`config.mk`:
```
export PLATFORM = sky130hd
export DESIGN_NAME = hpu_route_buffer
export DESIGN_NICKNAME = d
export VERILOG_FILES = /design/src/rtl/hpu_route_buffer.sv
export SDC_FILE = /design/constraint.sdc
export NUM_CORES = 1
export LEC_CHECK = 0
export ABC_AREA = 1
export CAP_MARGIN = 20
export CORE_UTILIZATION = 59
export CTS_CLUSTER_DIAMETER = 40
export DETAILED_ROUTE_END_ITERATION = 16
export GPL_TIMING_DRIVEN = 0
export PLACE_DENSITY = 0.82
export SLEW_MARGIN = 20
export SYNTH_ARGS = -nofsm -noshare
export SYNTH_HDL_FRONTEND = slang
export SYNTH_SLANG_ARGS = --single-unit
```
`constraint.sdc`:
```
create_clock -name clk -period 4.9 [get_ports clk]
set_clock_uncertainty 0.05 [all_clocks]
set_input_delay 0.98 -clock clk [delete_from_list [all_inputs] [get_ports clk]]
set_output_delay 0.98 -clock clk [all_outputs]
set_load 0.005 [all_outputs]
```
`src/rtl/hpu_route_buffer.sv`:
```
// hpu_route_buffer
//   Header processing unit for one router input port. Head flits are decoded
//   and routed with dimension-ordered XY routing; the resulting one-hot output
//   select is held for the rest of the packet and stored next to every flit in
//   a DEPTH-entry FIFO that feeds the switch allocator. Packets whose head is
//   unroutable from this port are swallowed up to and including their tail.
//
// Ports
//   clk, preset            clock, asynchronous active-low reset
//   in_valid/in_ready      input channel handshake, in_flit carries the flit
//                          (type in the top two bits: 01 head, 00 body,
//                          10 tail, 11 head+tail)
//   out_valid/out_ready    FIFO head handshake
//   out_flit, out_sel      buffered flit and its one-hot route (0 when empty)
//   out_last               buffered flit ends its packet
//   fifo_count             FIFO occupancy
//   busy                   a packet is in progress (passing or dropping)
//   route_err, proto_err   one-cycle pulses after an accepted offending flit
module hpu_route_buffer #(
  parameter int FLIT_W    = 32,
  parameter int COORD_W   = 3,
  parameter int NUM_PORTS = 5,
  parameter int THIS_PORT = 0,
  parameter int IS_NI     = 0,
  parameter int MY_X      = 0,
  parameter int MY_Y      = 0,
  parameter int DEPTH     = 4
) (
  input  logic                     clk,
  input  logic                     preset,
  input  logic                     in_valid,
  output logic                     in_ready,
  input  logic [FLIT_W-1:0]        in_flit,
  output logic                     out_valid,
  input  logic                     out_ready,
  output logic [FLIT_W-1:0]        out_flit,
  output logic [NUM_PORTS-1:0]     out_sel,
  output logic                     out_last,
  output logic [$clog2(DEPTH):0]   fifo_count,
  output logic                     busy,
  output logic                     route_err,
  output logic                     proto_err
);

  localparam int PTR_W  = $clog2(DEPTH);
  localparam int PORT_W = $clog2(NUM_PORTS);
  localparam int ENT_W  = NUM_PORTS + FLIT_W;

  localparam int P_LOCAL = 0;
  localparam int P_NORTH = 1;
  localparam int P_EAST  = 2;
  localparam int P_SOUTH = 3;
  localparam int P_WEST  = 4;

  localparam logic [1:0] T_BODY = 2'b00;
  localparam logic [1:0] T_HEAD = 2'b01;
  localparam logic [1:0] T_TAIL = 2'b10;
  localparam logic [1:0] T_HT   = 2'b11;

  localparam logic [COORD_W-1:0] MY_X_C = COORD_W'(MY_X);
  localparam logic [COORD_W-1:0] MY_Y_C = COORD_W'(MY_Y);

  typedef enum logic [1:0] {S_IDLE, S_PASS, S_DROP} state_t;

  state_t                 state, nxt_state;
  logic [NUM_PORTS-1:0]   held_sel, nxt_held;
  logic [ENT_W-1:0]       mem [DEPTH];
  logic [PTR_W-1:0]       wr_ptr, rd_ptr;
  logic [PTR_W:0]         count;

  logic [1:0]             ftype;
  logic [COORD_W-1:0]     dst_x, dst_y;
  logic [PORT_W-1:0]      route_port;
  logic [NUM_PORTS-1:0]   route_sel;
  logic                   route_bad;
  logic                   accept, push, pop, full;
  logic [NUM_PORTS-1:0]   push_sel;
  logic                   set_rerr, set_perr;
  logic [ENT_W-1:0]       rd_entry;

  assign ftype = in_flit[FLIT_W-1 -: 2];
  assign dst_x = in_flit[2*COORD_W-1:COORD_W];
  assign dst_y = in_flit[COORD_W-1:0];

  // XY routing: resolve X first, then Y, else deliver locally.
  always_comb begin
    route_port = PORT_W'(P_LOCAL);
    if (dst_x > MY_X_C)      route_port = PORT_W'(P_EAST);
    else if (dst_x < MY_X_C) route_port = PORT_W'(P_WEST);
    else if (dst_y > MY_Y_C) route_port = PORT_W'(P_NORTH);
    else if (dst_y < MY_Y_C) route_port = PORT_W'(P_SOUTH);
  end

  assign route_sel = NUM_PORTS'(1) << route_port;

  // A network port may not send a packet back where it came from; a local
  // port may only loop back to its own node when fed by a network interface.
  assign route_bad = ((route_port == PORT_W'(THIS_PORT)) && (THIS_PORT != P_LOCAL)) ||
                     ((IS_NI == 0) && (THIS_PORT == P_LOCAL) &&
                      (route_port == PORT_W'(P_LOCAL)));

  assign full     = (count == (PTR_W+1)'(DEPTH));
  assign in_ready = (state == S_DROP) || !full;
  assign accept   = in_valid && in_ready;
  assign pop      = out_valid && out_ready;

  always_comb begin
    nxt_state = state;
    nxt_held  = held_sel;
    push      = 1'b0;
    push_sel  = held_sel;
    set_rerr  = 1'b0;
    set_perr  = 1'b0;
    if (accept) begin
      unique case (state)
        S_IDLE: begin
          if (ftype == T_HEAD || ftype == T_HT) begin
            if (route_bad) begin
              set_rerr = 1'b1;
              if (ftype == T_HEAD) nxt_state = S_DROP;
            end else begin
              push     = 1'b1;
              push_sel = route_sel;
              if (ftype == T_HEAD) begin
                nxt_held  = route_sel;
                nxt_state = S_PASS;
              end
            end
          end else begin
            set_perr = 1'b1;
          end
        end
        S_PASS: begin
          if (ftype == T_BODY || ftype == T_TAIL) begin
            push = 1'b1;
            if (ftype == T_TAIL) nxt_state = S_IDLE;
          end else begin
            set_perr = 1'b1;
          end
        end
        S_DROP: begin
          if (ftype == T_TAIL)      nxt_state = S_IDLE;
          else if (ftype != T_BODY) set_perr  = 1'b1;
        end
        default: nxt_state = S_IDLE;
      endcase
    end
  end

  always_ff @(posedge clk or negedge preset) begin
    if (!preset) begin
      state     <= S_IDLE;
      held_sel  <= '0;
      busy      <= 1'b0;
      route_err <= 1'b0;
      proto_err <= 1'b0;
      wr_ptr    <= '0;
      rd_ptr    <= '0;
      count     <= '0;
    end else begin
      state     <= nxt_state;
      held_sel  <= nxt_held;
      busy      <= (nxt_state != S_IDLE);
      route_err <= set_rerr;
      proto_err <= set_perr;
      if (push) wr_ptr <= wr_ptr + 1'b1;
      if (pop)  rd_ptr <= rd_ptr + 1'b1;
      case ({push, pop})
        2'b10:   count <= count + 1'b1;
        2'b01:   count <= count - 1'b1;
        default: count <= count;
      endcase
    end
  end

  // Storage carries no reset; stale entries are masked by out_valid.
  always_ff @(posedge clk) begin
    if (push) mem[wr_ptr] <= {push_sel, in_flit};
  end

  assign rd_entry   = mem[rd_ptr];
  assign out_valid  = (count != '0);
  assign out_flit   = out_valid ? rd_entry[FLIT_W-1:0] : '0;
  assign out_sel    = out_valid ? rd_entry[ENT_W-1:FLIT_W] : '0;
  assign out_last   = out_valid && rd_entry[FLIT_W-1];
  assign fifo_count = count;

endmodule

```
# After elaboration in Yosys (flattened, before gate mapping)
# Memory sizes are Yosys's and may differ from the RTL's.
# Index checks and enable logic that the tools add are counted.
# op_classes
add_sub_neg,4
magnitude_cmp,4
eq_ne,8
shifts,1
muxes,36
bitwise,1
n_reduce_logical,15
# ops
op,count
two-way mux 32 bit,1
two-way mux 5 bit,5
two-way mux 2 bit,9
two-way mux 1 bit,15
== test 2 bit (second input constant),4
== test 2 x 1 -> 1 bit (second input constant),3
greater-than comparator 3 x 1 -> 1 bit (second input constant),2
less-than comparator 3 x 1 -> 1 bit (second input constant),2
two-way mux 3 bit,2
one-hot mux 2 bit (3 select lines),1
one-hot mux 3 bit (2 select lines),1
nonzero test 2 bit,3
AND reduction 5 bit,1
left shift 1 x 3 -> 5 bit (first input constant),1
adder 2 x 1 -> 2 bit (second input constant),2
zero test 2 bit,2
adder 3 x 1 -> 3 bit (second input constant),1
== test 3 bit (second input constant),1
logical AND 1 bit,3
zero test 3 bit,1
logical OR 1 bit,3
one-hot mux 1 bit (3 select lines),1
nonzero test 3 bit,1
subtractor 3 x 1 -> 3 bit (second input constant),1
other kinds (3),3
# totals
reg_bits,17
ram_bits,148
inputBits,36
out_inout_bits,46
wordCells,78
n_memories,1
# memory_table
memory,depth,word_bits,rd,rd_clocked_by_memory_dff,write_ports,line,source
mem,4,37,1,0,1,67,logic [ENT_W-1:0] mem [DEPTH];

# Logic depth before layout (Yosys ltp)
# logic_depth
word_depth,12
ltp_mapped,12

# Worst setup path before layout
# OpenSTA, ideal clock, no wires.
# synth_timing
kind,input port to flip-flop
start,input in_flit[2]
end,"memory mem[0][0] in the netlist's numbering, enable pin"
setup_ps,429
t_arrival_ps,2924
required_time_ps,4421
slack_ps,1497
stages,6
n_path_buf,0
path_cell_list,nor2_1 > nand4_1 > nand2_1 > nand2_1 > nand2_4 > nor2_1
# synth_between
elab_chain_len,12
word_cells_on_any_way,13
classes_between,order compare (2); mux (10); reduce/logical (1)
# synth_rtl
item,line,source
"start, declared",33,"input logic [FLIT_W-1:0] in_flit,"
less-than comparator 3 x 1 -> 1 bit,91,else if (dst_y < MY_Y_C) route_port = PORT_W'(P_SOUTH);
two-way mux 2 bit,91,
two-way mux 2 bit (*),90,else if (dst_y > MY_Y_C) route_port = PORT_W'(P_NORTH);
two-way mux 3 bit (*),89,else if (dst_x < MY_X_C) route_port = PORT_W'(P_WEST);
two-way mux 3 bit (*),88,if (dst_x > MY_X_C) route_port = PORT_W'(P_EAST);
zero test 3 bit (*),100,(route_port == PORT_W'(P_LOCAL)));
two-way mux 1 bit (*),118,if (route_bad) begin
two-way mux 1 bit (*),117,if (ftype == T_HEAD || ftype == T_HT) begin
one-hot mux 1 bit (2 select lines) (*),115,unique case (state)
two-way mux 1 bit (*),114,if (accept) begin
two-way mux 1 bit (*),178,"if (push) mem[wr_ptr] <= {push_sel, in_flit};"
two-way mux 1 bit (implied by the code) (*),178,
"end, declared",67,
# Every way passes the cells marked *; elsewhere a longest branch is shown, timed or not.

# Final worst setup path
# layout_timing
start,register rd_ptr[0]
end,output out_flit[31]
# layout_between
elab_chain_len,2
# layout_rtl
item,line,source
"start, declared",68,"logic [PTR_W-1:0] wr_ptr, rd_ptr;"
"start signal, assigned",167,if (pop) rd_ptr <= rd_ptr + 1'b1;
memory read (4 x 37 bit),--,
two-way mux 32 bit,183,assign out_flit = out_valid ? rd_entry[FLIT_W-1:0] : '0;
"end, declared",36,"output logic [FLIT_W-1:0] out_flit,"
# Every way passes these cells.

==> run summary <==
The post-synthesis sequential area ratio came out at 72.7%. For this run, the detailed router's first-pass iteration total came to 5. The floorplan row count came out at 37.

Counting every net in the synthesized netlist gives 588. At the placement stage, the worst setup path has a slack of 1370 ps. The max-slew violation total from the final report is 0. The average size of a mapped cell is 11.9 sq um.

Excluding fillers, the count of instances in the completed layout stands at 799. The horizontal die dimension came out at 107 um. Fill cells in the final layout number 613. The H-tree depth is 4. The first routing iteration left 382 violations. The tree is rooted in a sky130_fd_sc_hd__clkbuf_8.

After floorplanning, the core was sized to cover 10500 sq um. After the last flow step, the layout net total stands at 692. The count of boundary I/O pins came out at 82.

The areal power density over the cells came out at 621 nW/um^2. Among cell families on the critical path, the largest total delay comes from buffers and inverters. The routed via count came out at 4566.

The number of buffers inserted for hold repair after clock tree synthesis came out at 0. The number of antenna repair diodes is 0. The worst setup path is launched from a flip-flop. The leakage power figure is 2.97 nW.

The largest net degree at the start of global routing is 25. The register area came out at 4720 sq um. Measured against its own limit, the worst slew margin works out to 46.9%. Setup repair after global routing left no endpoint under its margin. The register bit total from synthesis came out at 160. The share of total power dissipated in sequential elements is 35.1%. The worst setup path is captured at an output port. The critical setup path kind is reg -> out. The combinational share of power came out at 40.9%.

The clock share of power came out at 24.0%. The biggest cell delay along the critical path came out at 480 ps. The area of combinational cells with multiple inputs came out at 1550 sq um.

The post-detailed-route DRC marker count is 0. The global-route total usage across every layer is 28.5%. The worst ir drop on vdd came out at 0.347 mV. The global placement routability congestion is 0.793. Post-CTS timing repair inserted 0 buffers for setup. The floorplan step defined a die boundary enclosing 11400 sq um.

The layout cell share with drive strength beyond 1 is 11.2%. Post-CTS repair changed the size of 0 cells. After detailed placement, the design holds a cell count of 767.

Setup violations remaining at the end of the flow were counted as 0. The flow ran to the end, and the final reports show no timing, DRC or antenna violations. The switching share of power is 34.6%. The worst register-to-register path has a setup slack of 2520 ps.

The cell area after placement is 7630 sq um. The critical path goes through inv_2 > clkbuf_1 > o21ai_1 > a21oi_1 > buf_4 > clkdlybuf4s50_1. The total buffers and inverters traversed by the critical path came out at 4. The effective utilization at floorplan is 61.9%.

The number of distinct standard cells referenced by the synthesized netlist came out at 27. The number of vias per cell after detailed routing came out at 5.71. Clock-pin slew was measured on the worst setup and hold paths at 70 ps.

The number of port buffers came out at 80. The first-pass GRT wire length came out at 23900 um. The worst-skew pair later-pin latency is 530 ps.

The number of global-route vias before repair came out at 4903. The worst hold-check path type is reg -> reg. The Yosys warning count came out at 0. For this design, the sink count on the clock tree is 160. The overall die height came out at 107 um. The area growth from synthesis to layout is 25.9%. The switching component of the power came out at 1.76 mW. The clock period minus final worst setup slack came out at 3670 ps. The routed length per placed instance is 18.7 um. The cell-internal power came out at 3.33 mW. The total wire length after detailed routing came out at 14900 um.

The worst hold slack after final layout is 452 ps. The highest attainable clock frequency is 272 MHz. The number of clock buffers added by TritonCTS is 17.

STA puts the critical path data arrival time at 2640 ps. The buffer levels on the longest clock path came out at 2. The initial antenna violation count is 0. The final count of hold timing violations came out at 0. The portion of the clock cycle consumed by the worst path in the final layout is 75.0%. The count of antenna-violating nets left after detailed routing is 0. TritonCTS built the clock tree. The largest individual stage delay along the critical path comes from the cell sky130_fd_sc_hd__clkdlybuf4s50_1. Summing all non-filler instances in the final layout gives an area of 8180 sq um.

The max-cap violation count came out at 0. Setup slack on the critical path of the routed design comes to 1230 ps. The highest net fanout along the worst path is 10. The slew of the pin with the lowest slew margin came out at 795 ps.

In the synthesized netlist, the number of instances is 546. Detailed placement ended at an HPWL of 9160 um. For this run the aggregate overflow at the end of global routing stands at 0.

For the worst setup path, the data required time is 3870 ps. The core utilization of the finished layout came out at 77.9%. The area of the mapped netlist came out at 6500 sq um.
## cell type report
class | instances | share of cell area [%]
flip-flops and latches | 160 | 57.7
multi-input cells | 331 | 18.9
well taps | 136 | 2.08
clock buffers | 17 | 5.06
plain buffers | 27 | 1.85
clock inverters | 15 | 1.68
inverters | 28 | 1.33
repair buffers | 85 | 11.4
## worst paths after layout
check | endpoint | start | depth (start not counted)
max | out_flit[31] | rd_ptr[0]$_DFFE_PN0P_ | 6
min | held_sel[0]$_DFFE_PN0P_ | held_sel[0]$_DFFE_PN0P_ | 2
max reg2reg | mem[0][20]$_DFFE_PP_ | state[0]$_DFF_PN0_ | 8
min reg2reg | held_sel[0]$_DFFE_PN0P_ | held_sel[0]$_DFFE_PN0P_ | 2
max in group asynchronous | held_sel[3]$_DFFE_PN0P_ | preset | 1
min in group asynchronous | proto_err$_DFF_PN0_ | preset | 1
## flip-flops by register name (all words and copies together) (netlist names), 2 cells and up
signal,count
state,2
rd_ptr,2
wr_ptr,2
fifo_count,3
held_sel,4
mem,144
## synth_stat cells (all sizes together)
cell      n  area share, %
ha        5           0.96
clkinv    1          0.077
xor2      3           0.40
dfrtp    16            6.2
nand4     1          0.096
o21ai    79            6.1
inv      27            1.6
xnor2     1           0.13
nand2    30            2.1
nor2    164            9.6
nor3      1          0.077
a21oi    38            2.9
nand3     7           0.62
conb      1          0.058
edfxtp  144             67
buf      17            1.8
fa        1           0.31
clkbuf   10           0.58
## cells by family (layout without fill, tap and decap cells)
group	Yosys count	after routing	share of synthesized area, %
AOI/OAI and AO/OA	117	117	9.01
other	1	1	0.0577
xor gates and xnor gates	4	4	0.539
adders and majority gates	6	6	1.27
buffers and inverters	55	172	4.00
DFF	160	160	72.7
and+or+nand+nor	203	203	12.5
## worst register-to-register path: stages, from the launching register on
cell and delay (ps):
sky130_fd_sc_hd__dfrtp_1 420, sky130_fd_sc_hd__nor2_1 180, sky130_fd_sc_hd__nand2_2 80, sky130_fd_sc_hd__clkinv_2 90, sky130_fd_sc_hd__nand2_1 90, sky130_fd_sc_hd__nand2_1 150, sky130_fd_sc_hd__nand2_4 140, sky130_fd_sc_hd__nor2_4 630
sky130_fd_sc_hd__buf_16 250
## routing by layer
layer,vias up,GRT usage [%],part of all wire (%)
li1,2095,-,-
met1,2198,33.2,38
met2,241,51.0,53
met3,32,6.63,7.8
met4,0,11.1,1.8
met5,-,0,0
## layout by cell type, fill, tap and decap left out, types with 5 or more instances in the layout
cell	n
sky130_fd_sc_hd__nand3_1	6
sky130_fd_sc_hd__inv_1	21
sky130_fd_sc_hd__buf_2	7
sky130_fd_sc_hd__edfxtp_1	144
sky130_fd_sc_hd__buf_4	9
sky130_fd_sc_hd__clkbuf_16	16
sky130_fd_sc_hd__a21oi_1	38
sky130_fd_sc_hd__o21ai_0	33
sky130_fd_sc_hd__nand2_1	25
sky130_fd_sc_hd__dfrtp_1	16
sky130_fd_sc_hd__nor2_1	157
sky130_fd_sc_hd__clkdlybuf4s50_1	80
sky130_fd_sc_hd__inv_2	5
sky130_fd_sc_hd__clkbuf_1	10
sky130_fd_sc_hd__ha_1	5
sky130_fd_sc_hd__o21ai_1	46
## per-stage QoR
| step | total power, mW | setup TNS (ps) |
|---|---|---|
| floorplan | 2.84 | 0 |
| global placement | 3.72 | -32780 |
| detailed placement | 3.84 | 0 |
| CTS | 5.10 | 0 |
| global route | 5.36 | 0 |
| finish | 5.08 | 0 |
## power by group through the flow
stage               clock network, mW  logic, mW  registers, mW
floorplan                           0       1.05           1.80
global placement                    0       1.91           1.81
detailed placement                  0       2.04           1.81
CTS                              1.24       2.07           1.78
global route                     1.28       2.28           1.80
finish                           1.22       2.08           1.78
Power figures use the tool's default switching activity.
